==> src/rtl/thresh_pkg.sv <==
// Shared types and widths for the thresholding controller (MemP words -> MemB bytes).
// Optional THRESH_INVERT_EN macro (used elsewhere) adds inverted mapping.
package thresh_pkg;
  localparam int MP_AW          = 15;
  localparam int MB_AW          = 17;
  localparam int MP_DW          = 32;
  localparam int MB_DW          = 8;
  localparam int NWORDS_DEFAULT = 19200;

  typedef enum logic [2:0] {IDLE, RD, WAIT, WR0, WR1, WR2, WR3, FIN} state_t;

  // Big-endian byte pick: k=0 is the most significant byte.
  function automatic logic [MB_DW-1:0] src_byte(input logic [MP_DW-1:0] word,
                                                input logic [1:0]       k);
    logic [MB_DW-1:0] b;
    case (k)
      2'd0:    b = word[31:24];
      2'd1:    b = word[23:16];
      2'd2:    b = word[15:8];
      default: b = word[7:0];
    endcase
    return b;
  endfunction
endpackage

==> src/rtl/thresh_if.sv <==
// Go/Done handshake plus MemP read and MemB write ports of the thresholding controller.
// master = controller side, slave = environment side.
interface thresh_if;
  import thresh_pkg::*;

  logic             Go;
  logic             Done;
  logic [MB_DW-1:0] Thr;
  logic [MP_AW-1:0] MP_Addr15;
  logic             MP_en;
  logic [MP_DW-1:0] MP_do32;
  logic [MB_AW-1:0] MB_Addr17;
  logic             MB_en;
  logic             MB_we;
  logic [MB_DW-1:0] MB_di8;

  modport master (
    input  Go, Thr, MP_do32,
    output Done, MP_Addr15, MP_en, MB_Addr17, MB_en, MB_we, MB_di8
  );

  modport slave (
    output Go, Thr, MP_do32,
    input  Done, MP_Addr15, MP_en, MB_Addr17, MB_en, MB_we, MB_di8
  );
endinterface

==> src/rtl/thresh_cmp.sv <==
// Combinational pixel compare: PIX_HI when pix > thr, else zero.
// With THRESH_INVERT_EN an extra inv input flips the mapping (PIX_HI when pix <= thr).
module thresh_cmp
  import thresh_pkg::*;
#(
  parameter logic [7:0] PIX_HI = 8'hFF
) (
  input  logic [MB_DW-1:0] pix,
  input  logic [MB_DW-1:0] thr,
`ifdef THRESH_INVERT_EN
  input  logic             inv,
`endif
  output logic [MB_DW-1:0] pix_out
);
  logic above;
  assign above = (pix > thr);

`ifdef THRESH_INVERT_EN
  assign pix_out = (above ^ inv) ? PIX_HI : '0;
`else
  assign pix_out = above ? PIX_HI : '0;
`endif
endmodule

==> src/rtl/thresh_ctrl.sv <==
// Frame thresholder: reads NWORDS 32-bit MemP words, writes 4 thresholded bytes each to MemB.
// Define THRESH_INVERT_EN to add the Inv port (inverted pixel mapping).
module thresh_ctrl
  import thresh_pkg::*;
#(
  parameter int         NWORDS = NWORDS_DEFAULT,
  parameter logic [7:0] PIX_HI = 8'hFF
) (
  input  logic     Clk,
  input  logic     Rst,
`ifdef THRESH_INVERT_EN
  input  logic     Inv,
`endif
  thresh_if.master bus
);
  state_t           state_q, state_d;
  logic [MP_AW-1:0] w_q, w_d;
  logic [MB_DW-1:0] thr_q, thr_d;
  logic [MP_DW-1:0] hold_q, hold_d;
  logic             done_q, done_d;
`ifdef THRESH_INVERT_EN
  logic             inv_q, inv_d;
`endif
  logic [1:0]       k_sel;
  logic [MB_DW-1:0] pix_out;

  always_ff @(posedge Clk) begin
    if (Rst) begin
      state_q <= IDLE;
      w_q     <= '0;
      thr_q   <= '0;
      hold_q  <= '0;
      done_q  <= 1'b0;
`ifdef THRESH_INVERT_EN
      inv_q   <= 1'b0;
`endif
    end else begin
      state_q <= state_d;
      w_q     <= w_d;
      thr_q   <= thr_d;
      hold_q  <= hold_d;
      done_q  <= done_d;
`ifdef THRESH_INVERT_EN
      inv_q   <= inv_d;
`endif
    end
  end

  always_comb begin
    state_d = state_q;
    w_d     = w_q;
    thr_d   = thr_q;
    hold_d  = hold_q;
    done_d  = 1'b0;
`ifdef THRESH_INVERT_EN
    inv_d   = inv_q;
`endif
    case (state_q)
      IDLE, FIN: begin
        // Done is registered, so it rises one cycle after FIN is entered.
        done_d = (state_q == FIN) && !bus.Go;
        if (bus.Go) begin
          thr_d   = bus.Thr;
`ifdef THRESH_INVERT_EN
          inv_d   = Inv;
`endif
          w_d     = '0;
          state_d = RD;
        end
      end
      RD:   state_d = WAIT;
      WAIT: begin
        hold_d  = bus.MP_do32;
        state_d = WR0;
      end
      WR0:  state_d = WR1;
      WR1:  state_d = WR2;
      WR2:  state_d = WR3;
      WR3: begin
        if (w_q == MP_AW'(NWORDS - 1)) begin
          state_d = FIN;
        end else begin
          w_d     = w_q + MP_AW'(1);
          state_d = RD;
        end
      end
      default: state_d = IDLE;
    endcase
  end

  always_comb begin
    k_sel = 2'd0;
    case (state_q)
      WR1:     k_sel = 2'd1;
      WR2:     k_sel = 2'd2;
      WR3:     k_sel = 2'd3;
      default: k_sel = 2'd0;
    endcase
  end

  thresh_cmp #(.PIX_HI(PIX_HI)) u_cmp (
    .pix     (src_byte(hold_q, k_sel)),
    .thr     (thr_q),
`ifdef THRESH_INVERT_EN
    .inv     (inv_q),
`endif
    .pix_out (pix_out)
  );

  // Outputs decode registered state only; Rst forces them quiet in the reset cycle.
  always_comb begin
    bus.Done      = done_q && !Rst;
    bus.MP_en     = 1'b0;
    bus.MP_Addr15 = '0;
    bus.MB_en     = 1'b0;
    bus.MB_we     = 1'b0;
    bus.MB_Addr17 = '0;
    bus.MB_di8    = '0;
    if (!Rst) begin
      case (state_q)
        RD: begin
          bus.MP_en     = 1'b1;
          bus.MP_Addr15 = w_q;
        end
        WR0, WR1, WR2, WR3: begin
          bus.MB_en     = 1'b1;
          bus.MB_we     = 1'b1;
          bus.MB_Addr17 = {w_q, k_sel};
          bus.MB_di8    = pix_out;
        end
        default: ;
      endcase
    end
  end
endmodule

==> src/flat_wrapper.sv <==
// flat-port wrapper written by rule: the top's interface ports become plain ports
module thresh_ctrl_flat import thresh_pkg::*;
#(
  parameter int         NWORDS = NWORDS_DEFAULT,
  parameter logic [7:0] PIX_HI = 8'hFF
)
  (Clk, Rst, bus_Go, bus_Thr, bus_MP_do32, bus_Done, bus_MP_Addr15, bus_MP_en, bus_MB_Addr17, bus_MB_en, bus_MB_we, bus_MB_di8);
  thresh_if bus_i ();
  input  logic Clk;
  input  logic Rst;
  input wire logic [$bits(bus_i.Go)-1:0] bus_Go;
  input wire logic [$bits(bus_i.Thr)-1:0] bus_Thr;
  input wire logic [$bits(bus_i.MP_do32)-1:0] bus_MP_do32;
  output wire logic [$bits(bus_i.Done)-1:0] bus_Done;
  output wire logic [$bits(bus_i.MP_Addr15)-1:0] bus_MP_Addr15;
  output wire logic [$bits(bus_i.MP_en)-1:0] bus_MP_en;
  output wire logic [$bits(bus_i.MB_Addr17)-1:0] bus_MB_Addr17;
  output wire logic [$bits(bus_i.MB_en)-1:0] bus_MB_en;
  output wire logic [$bits(bus_i.MB_we)-1:0] bus_MB_we;
  output wire logic [$bits(bus_i.MB_di8)-1:0] bus_MB_di8;
  assign bus_i.Go = bus_Go;
  assign bus_i.Thr = bus_Thr;
  assign bus_i.MP_do32 = bus_MP_do32;
  assign bus_Done = bus_i.Done;
  assign bus_MP_Addr15 = bus_i.MP_Addr15;
  assign bus_MP_en = bus_i.MP_en;
  assign bus_MB_Addr17 = bus_i.MB_Addr17;
  assign bus_MB_en = bus_i.MB_en;
  assign bus_MB_we = bus_i.MB_we;
  assign bus_MB_di8 = bus_i.MB_di8;
  thresh_ctrl #(.NWORDS(NWORDS), .PIX_HI(PIX_HI)) u_core (.Clk(Clk), .Rst(Rst), .bus(bus_i));
endmodule
==> config.mk <==
export PLATFORM = sky130hd
export DESIGN_NAME = thresh_ctrl_flat
export DESIGN_NICKNAME = d
export VERILOG_FILES = /design/src/rtl/thresh_pkg.sv /design/src/rtl/thresh_if.sv /design/src/rtl/thresh_cmp.sv /design/src/rtl/thresh_ctrl.sv /design/src/flat_wrapper.sv
export SDC_FILE = /design/constraint.sdc
export NUM_CORES = 1
export LEC_CHECK = 0
export BUFFER_PORTS_ARGS = -buffer_cell sky130_fd_sc_hd__clkbuf_2
export CAP_MARGIN = 25
export CORE_UTILIZATION = 53
export DETAILED_ROUTE_END_ITERATION = 12
export MAX_ROUTING_LAYER = met4
export PLACE_DENSITY = 0.86
export SYNTH_ARGS = -nofsm -noshare
export SYNTH_HDL_FRONTEND = slang
export SYNTH_SLANG_ARGS = --single-unit
==> constraint.sdc <==
create_clock -name Clk -period 3.6 [get_ports Clk]
set_input_delay 0.54 -clock Clk [delete_from_list [all_inputs] [get_ports Clk]]
set_output_delay 0.54 -clock Clk [all_outputs]
set_load 0.05 [all_outputs]
==> results of run 1 <==
worst max-delay path, stage by stage, from the launching register on:
cell and delay, ns:
dfxtp_4 0.47, mux2_2 0.36, o22ai_1 0.13, a21oi_1 0.10
ha_1 0.30, nor2b_1 0.13, o21a_1 0.15, o21ai_0 0.28
a31oi_4 0.18, clkbuf_2 0.28
timing repair:
action / in CTS / in global routing
pin swaps: 0 / 1
resized for setup: 1 / 3
cloned: 0 / 0
hold endpoints to repair: 0 / 0
setup endpoints to repair: 8 / 8
area by class of cell:
cell class                      instances  area, um^2  share of cell area
Inverter                               11        41.3              0.0107
Timing Repair Buffer                   93         490               0.128
Multi-Input combinational cell        314        1850               0.482
Clock inverter                          3        40.0              0.0104
Clock buffer                           11         141              0.0368
Sequential cell                        59        1180               0.308
Tap cell                               75        93.8              0.0244
cell usage in the layout, fill, tap and decap left out, drive strengths merged, types with 5 or more instances in the layout:
master / synthesis / final
nand3: 5 / 5
inv: 11 / 11
clkbuf: 23 / 97
mux2: 8 / 8
nand4: 6 / 6
nor2: 16 / 16
dfxtp: 59 / 59
nand2: 95 / 95
buf: 15 / 7
and2: 30 / 30
ha: 9 / 9
o21ai: 5 / 5
nor2b: 6 / 6
and4: 7 / 7
a21oi: 55 / 55
o22ai: 8 / 8
o211ai: 6 / 6
per-stage QoR:
step                cell area, um^2  std cells  hold slack [ns]   util  worst slack, ns
floorplan                      3240        422            0.433      -           0.0233
global placement               3630        551            0.445  0.613            0.406
detailed placement             3630        551            0.448  0.613            0.312
CTS                            3810        565            0.405  0.644            0.169
global route                   3840        566            0.408  0.649            0.116
finish                         3840        566            0.412  0.649            0.313
power groups by stage:
stage / Sequential [uW] / Combinational [uW] / Clock [uW]
floorplan: 715 / 207 / 0
global placement: 729 / 254 / 0
detailed placement: 730 / 265 / 0
CTS: 716 / 266 / 580
global route: 720 / 308 / 612
finish: 718 / 275 / 575
routing by layer:
metal  vias up  share of wire  global-route usage  routed length [um]
met4         0          0.038               0.175                 303
met5         -              0                   -                   0
met1      1463           0.41               0.305                3330
met3        31          0.058              0.0489                 471
met2       121           0.49               0.460                3970
li1       1598              -                   -                   -
state kept, by name, summed over array words and instances, names as in the netlist:
signal	flops
u_core.done_q	1
u_core.w_q	15
u_core.hold_q	32
u_core.state_q	3
u_core.thr_q	8
kinds of logic (layout without fill, tap and decap cells):
kind of cell	Yosys count	after routing	share of synthesized area
fa+ha+maj	9	9	0.0348
compound gates	99	99	0.189
simple gates	197	197	0.311
mux	8	8	0.0278
flops	59	59	0.365
buf+inv	49	118	0.0696
xor+xnor	1	1	0.00271
worst min path at each step:
stage / slack, ns / endpoint / cells past startpoint
2_1_floorplan: 0.43 / u_core.hold_q[10] / 2
3_3_place_gp: 0.44 / u_core.thr_q[7] / 2
3_5_place_dp: 0.45 / u_core.hold_q[18] / 2
4_1_cts: 0.41 / u_core.thr_q[1] / 3
5_1_grt: 0.41 / u_core.thr_q[1] / 3
6_report: 0.41 / u_core.thr_q[1] / 3
==> metrics.cfg, run 1 <==
[sta]
period_needed_ns=3.29
skew_ns=0.00693
setup_viol=0
timing.final.crit_share=0.913
worstMarginPinSlew_ns=0.566
slew_viol_final=0
rsz0062_at_grt=no
setup-tns-final_ns=0
finalHoldViolCount=0
maxClockFrequency_ghz=0.304
maxSlewHeadroom=0.623

[flow_run]
maxCapViolCount=0

[synthesis]
synth_cells=422
yosys_most_used_dff=dfxtp_1
avgSynthCellArea_um2=7.67
synth.area.top_cells=dfxtp_1 36%, nand2_1 11%, a21oi_1 8.3%
ys_warn_count=0
syn_area_um2=3240
seq_area_frac_synth=0.365
synth.distinct_cells=55
ys_ff_latch=59
synth_edf_count=0
synthTopCellsByCount=95 x nand2_1, 59 x dfxtp_1, 54 x a21oi_1, 29 x and2_1, 22 x clkbuf_1
syn_nets=474
yosysMostFrequentCell=nand2_1
yosys.area.top_type=dfxtp_1
synth-async-reset-ratio=0
synth_top_cell_area_share=0.365

[worst_setup_path]
r2r_cells=5
timing.critical_path.to=bus_MB_di8[4]
r2r_slack_ns=1.41
cp.arrival_ns=2.75
path_class=reg2out
reg2reg_from=u_core.w_q[0]
worstSetupStartpointType=flop
r2r-end=u_core.w_q[12]
worstPathRequired_ns=3.06
cp_max_fo=21
end_kind=output pin
startpoint=u_core.state_q[0]

[clocking]
cts_sinks=59
clk_path_buf_depth=2
cts_tree=yes
cts_buffers=9
htree_levels=3
cts.clk_slew.worst_paths_ns=0.06
cts_root_buf=clkbuf_8
cts_hold_buf=0
clk_latency_ns=0.35
post_cts_buffers=0

[floorplan]
ios=87
die-area_um2=6420
core_area_um2=5920
rows=28
die-width_um=80.2
die_h_um=80.2
start_util=0.547

[drt]
drtIter0Drc=218
drc=0
viasPerCell=5.68
drt_first_pass_iters=5
route.final.wire_length_mm=8.07
drtAntennaViolNets=0
vias=3213
avgRoutedWirePerCell_um=14.3

[grt]
antenna_found_initial=0
grt_overflow_total=0
grt_pass1_vias=2876
grt_max_degree=56
grtUsageTotal=0.276
grt_pass1_wl_mm=13.2

[power]
finalPower_uw=1570
power_switching_share=0.283
power_leakage_uw=0.00160
pwr-share-seq=0.458
intPower_uw=1120
ir_drop_mv=0.272
power_density_nw_per_um2=408
p_sw_uw=444
p_comb_frac=0.175
power.clock.fraction=0.367

[status]
status=complete, no violations

[placement]
gp_congestion=0.905
port_buffers=86
hpwlAfterDp_mm=5.77

[finish]
antenna_cells=0
fillers=528
layout-drive-gt1-share=0.263
nets=540
areaGrowthSynthToFinish_pct=18.7

[worst_hold_path]
hold_path.class=in2reg
min_from=bus_Thr[1]

Note: power is estimated with default switching activity, not from simulation.
==> run 2: changes to the inputs <==
- ABC_AREA: not set -> 1
==> run 2 against run 1 <==
- count of clock-buffer cells in the layout is 2 lower
- first-iteration DRC count up 33%
- final area rose by 2.1%
- largest cell class unchanged
- setup slack lost 0.055 ns
- combinational power increased by 88%
- critical path depth increased by 3
- register-to-register slack better by 0.11 ns
- core utilization up 0.56 points
- sequential cell count unchanged
- power is 28% higher
- largest power group unchanged
==> metrics.cfg, run 2 <==
[worst_hold_path]
min_from=bus_MP_do32[26]
hold_path.class=in2reg

[synthesis]
synth.area.top_cells=dfxtp_1 36%, nand2_1 10%, a21oi_1 9.6%
avgSynthCellArea_um2=6.83
ys_warn_count=0
syn_area_um2=3330
synth_simple_gate_area_share=0.311
yosysMostFrequentCell=nand2_1
syn_nets=539
synth.distinct_cells=33
yosys.area.top_type=dfxtp_1
seq_area_frac_synth=0.355
synth_edf_count=0
synth_compound_area_frac=0.183
synth_top_family_by_area=simple AND/OR/NAND/NOR gates
synth_xor_area_frac=0
synth_top_cell_area_share=0.355
synth_mux_area_frac=0
yosys_most_used_dff=dfxtp_1
ys_ff_latch=59
synth-async-reset-ratio=0
synth_cells=487
synthTopCellsByCount=93 x nand2_1, 64 x a21oi_1, 62 x nor2_1, 59 x dfxtp_1, 47 x inv_1
synthAdderAreaFrac=0.0339

[worst_setup_path]
reg2reg_from=u_core.state_q[2]
end_kind=output pin
worstSetupStartpointType=flop
cp.arrival_ns=2.80
path_class=reg2out
worstPathRequired_ns=3.06
startpoint=u_core.state_q[0]
cp_max_fo=8

[sta]
skew_ns=0.00569
setup-tns-final_ns=0
maxSlewHeadroom=0.545
finalHoldViolCount=0
maxClockFrequency_ghz=0.299
slew_viol_final=0
setup_ws_ns=0.258
worstMarginPinSlew_ns=0.681
period_needed_ns=3.34
timing.final.crit_share=0.928
rsz0062_at_grt=no
setup_viol=0

[drt]
route.final.wire_length_mm=8.80
drtAntennaViolNets=0
vias=3502
avgRoutedWirePerCell_um=13.8
drc=0
drtIter0Drc=289
viasPerCell=5.50
drt_first_pass_iters=5

[finish]
layout-drive-gt1-share=0.253
largest_registers=u_core.hold_q x32, u_core.w_q x15, u_core.thr_q x8
nets=609
areaGrowthSynthToFinish_pct=17.9
layout_commonest_cell=nand2_1
top_register=u_core.hold_q
largest_reg_flops=32
fillers=499
antenna_cells=0
final_cell_mix=92 x nand2_1, 78 x clkbuf_2, 63 x a21oi_1

[clocking]
htree_levels=3
clk_latency_ns=0.35
cts.clk_slew.worst_paths_ns=0.07
cts_sinks=59
cts_buffers=9
clk_path_buf_depth=2
post_cts_buffers=0
cts_tree=yes
cts_root_buf=clkbuf_8

[floorplan]
core_area_um2=5990
rows=28
die_h_um=81.2
die-area_um2=6600
die-width_um=81.2
ios=87
start_util=0.555

[grt]
grt_pass1_vias=2920
grt_pass1_wl_mm=13.5
grt_max_degree=39
antenna_found_initial=0
grt_overflow_total=0
grtUsageTotal=0.282

[placement]
dp_slack_ns=0.452
hpwlAfterDp_mm=6.19
port_buffers=86
gp_congestion=0.927

[flow_run]
maxCapViolCount=0

[power]
power_density_nw_per_um2=510
finalPower_uw=2000
ir_drop_mv=0.350
power_leakage_uw=0.00170

[status]
status=complete, no violations

## run 2: final timing paths
| check | end | slack, ns | depth (start not counted) |
|---|---|---|---|
| min | u_core.hold_q[26] | 0.43 | 3 |
| max | bus_MB_di8[1] | 0.26 | 12 |
| min reg2reg | u_core.hold_q[2] | 0.46 | 2 |
| max reg2reg | u_core.thr_q[2] | 1.52 | 5 |
## run 2: metrics by stage
stage          cells  hold WS (ns)   util  instance area [um^2]
2_1_floorplan    487         0.428      -                  3330
3_3_place_gp     621         0.443  0.616                  3690
3_5_place_dp     621         0.451  0.616                  3690
4_1_cts          637         0.426  0.654                  3920
5_1_grt          637         0.442  0.655                  3920
6_report         637         0.432  0.655                  3920
## run 2: cell type report
cell class,instances,area (um^2),share of cell area
sequential,59,1180,0.301
clock buffer,9,124,0.0316
tap,75,93.8,0.0239
multi-input combinational,344,1760,0.449
inverter,53,200,0.0511
timing repair buffer,90,460,0.117
clock inverter,7,100,0.0255
## run 2: logic make-up after synthesis
group                      Yosys count
AOI/OAI and AO/OA                  110
adders and majority gates            9
buffers and inverters               84
DFF                                 59
and+or+nand+nor                    225
## run 2: worst max-delay path, cell delays in order, from the launching register on
cell and delay [ns]:
dfxtp_1 0.45, inv_1 0.12, nor2_1 0.23, nand2_2 0.15
inv_1 0.12, nand2_1 0.07, a31oi_1 0.23, ha_1 0.29
a21oi_1 0.14, nor2_1 0.06, a211oi_1 0.23, a21oi_2 0.14
buf_2 0.23
## run 2: where the power goes
group / internal [uW] / switching [uW] / total (uW)
sequential: 738 / 52.3 / 791
clock: 395 / 298 / 693
combinational: 157 / 360 / 517
## run 2: routing by layer
metal / wire length (um) / vias to the layer above / part of all wire / GRT usage
met3: 799 / 24 / 0.091 / 0.0483
met4: 210 / 0 / 0.024 / 0.129
met5: 0 / - / 0 / -
li1: - / 1728 / - / -
met2: 4040 / 167 / 0.46 / 0.427
met1: 3750 / 1583 / 0.43 / 0.365
## run 2: repair_timing
action                                  CTS  global route
hold buffers                              0             0
resized for setup                         0            10
endpoints found under the setup margin    0             8
==> run 3: changes to the inputs <==
- CORE_MARGIN: not set -> 5
==> run 3 against run 2 <==
- sequential power barely moved
- via count about the same
- sequential share of layout area is 0.27 points lower
- non-clock buffer count did not move
- sequential cell count stayed put
- routed wire length increased by 2.1%
- clock skew up 0.0018 ns
- final area increased by 0.89%
- setup slack improved by 0.00094 ns
- core utilization increased by 0.20 points
==> metrics.cfg, run 3 (same netlist as run 2, synthesis figures left out) <==
[status]
status=complete, no violations

[power]
power_density_nw_per_um2=505
power_leakage_uw=0.00170
power_switching_share=0.352
p_comb_frac=0.263
power.clock.fraction=0.341
p_sw_uw=703
pwr-share-seq=0.395
ir_drop_mv=0.349
intPower_uw=1300

[worst_setup_path]
r2r_slack_ns=1.51
cp_max_fo=8
cp.arrival_ns=2.80
startpoint=u_core.state_q[0]
worstSetupStartpointType=flop
worstPathRequired_ns=3.06
crit_chain=inv_1, nor2_2, nand2_2, o22ai_1, a21oi_1, a21oi_1, ha_1, nand2_1, nor2_1, nand4_1, nand2_1, a21oi_4, clkbuf_4
cpMaxStageDelayCell=dfxtp_1
end_kind=output pin
reg2reg_from=u_core.state_q[2]
path_class=reg2out
slowest_delay_ns=0.46

[worst_hold_path]
hold_path.class=in2reg
min_from=bus_MP_do32[31]

[sta]
maxSlewHeadroom=0.567
setup-tns-final_ns=0
skew_ns=0.00750
slew_viol_final=0
period_needed_ns=3.34
rsz0062_at_grt=no
maxClockFrequency_ghz=0.299
finalHoldViolCount=0
setup_viol=0
timing.final.crit_share=0.928
worstMarginPinSlew_ns=0.649

[drt]
drtAntennaViolNets=0
drt_first_pass_iters=6
route.final.wire_length_mm=8.98
drc=0
avgRoutedWirePerCell_um=14.1
viasPerCell=5.50
vias=3505
drtIter0Drc=378

[finish]
nets=609
antenna_cells=0
utilization=0.657
top_register=u_core.hold_q
multi_input_area_um2=1780
ff_latch_area_um2=1180
fillers=525
fin_cells=637
final_cell_mix=92 x nand2_1, 78 x clkbuf_2, 63 x a21oi_1
areaGrowthSynthToFinish_pct=19.0
layout-drive-gt1-share=0.256
design_area_um2=3960
largest_reg_flops=32
largest_registers=u_core.hold_q x32, u_core.w_q x15, u_core.thr_q x8
layout_commonest_cell=nand2_1

[clocking]
cts_tree=yes
clk_latency_ns=0.35
htree_levels=3
cts_hold_buf=0
cts_sinks=59
cts_buffers=9
cts.clk_slew.worst_paths_ns=0.07
clk_path_buf_depth=2
cts_root_buf=clkbuf_8

[grt]
grt_pass1_vias=3123
antenna_found_initial=0
grtUsageTotal=0.242
grt_max_degree=39
grt_overflow_total=0
grt_pass1_wl_mm=14.5

[floorplan]
ios=87
start_util=0.552
die_h_um=89.2
core_area_um2=6030
die-width_um=89.2
rows=28
die-area_um2=7960

[placement]
hpwlAfterDp_mm=6.60
port_buffers=86
dp_cells=621
placed_area_um2=3690
gp_congestion=0.993

[flow_run]
maxCapViolCount=0

==> run 3: changes by cell type in the layout (fill, tap and decap cells not counted), sizes merged <==
cell,before,now
buf,12,5
clkinv,4,5
clkbuf,87,94
inv,54,53
==> run 3: path summary, 6_finish.rpt <==
check                                          to  cells after the start
worst max register to register      u_core.w_q[7]                      6
worst min-delay path            u_core.hold_q[31]                      3
worst min register to register    u_core.thr_q[0]                      2
worst max-delay path                bus_MB_di8[4]                     13
==> run 3: repair_timing <==
action,in CTS,in global routing
setup buffers,0,0
setup endpoints to repair,8,8
gates resized for setup,1,21
pin swaps,0,0
==> run 3: per-layer routing <==
layer / track usage / wire [um] / up-vias
li1: - / - / 1730
met1: 0.316 / 3810 / 1581
met2: 0.362 / 4110 / 176
met3: 0.0700 / 911 / 18
met4: 0.0771 / 151 / 0
met5: - / 0 / -
==> run 3: stage by stage <==
stage	power, uW	hold slack [ns]	setup slack (ns)
6_report	2000	0.437	0.259
5_1_grt	2110	0.437	0.0671
4_1_cts	1990	0.425	0.0910
3_5_place_dp	1300	0.440	0.336
3_3_place_gp	1280	0.441	0.499
2_1_floorplan	1190	0.428	0.0600
==> run 3: critical path: cells and delay by family, from the launching register on <==
family | cells | cell delay, ns
compound gates | 4 | 0.70
fa+ha+maj | 1 | 0.29
buf+inv | 2 | 0.42
flops | 1 | 0.46
simple gates | 6 | 0.57
==> run 3: power by group through the flow <==
stage                     logic [uW]  clock network [uW]  registers (uW)
final                            526                 682             790
after CTS                        509                 691             787
after global placement           483                   0             797
after global routing             596                 720             798
after detailed placement         501                   0             800
after floorplan                  411                   0             784
==> run 3: layout make-up <==
cell class | count | area share
Clock buffer | 9 | 0.0313
Clock inverter | 7 | 0.0253
Inverter | 53 | 0.0506
Multi-Input combinational cell | 344 | 0.449
Sequential cell | 59 | 0.299
Tap cell | 75 | 0.0237
Timing Repair Buffer | 90 | 0.121
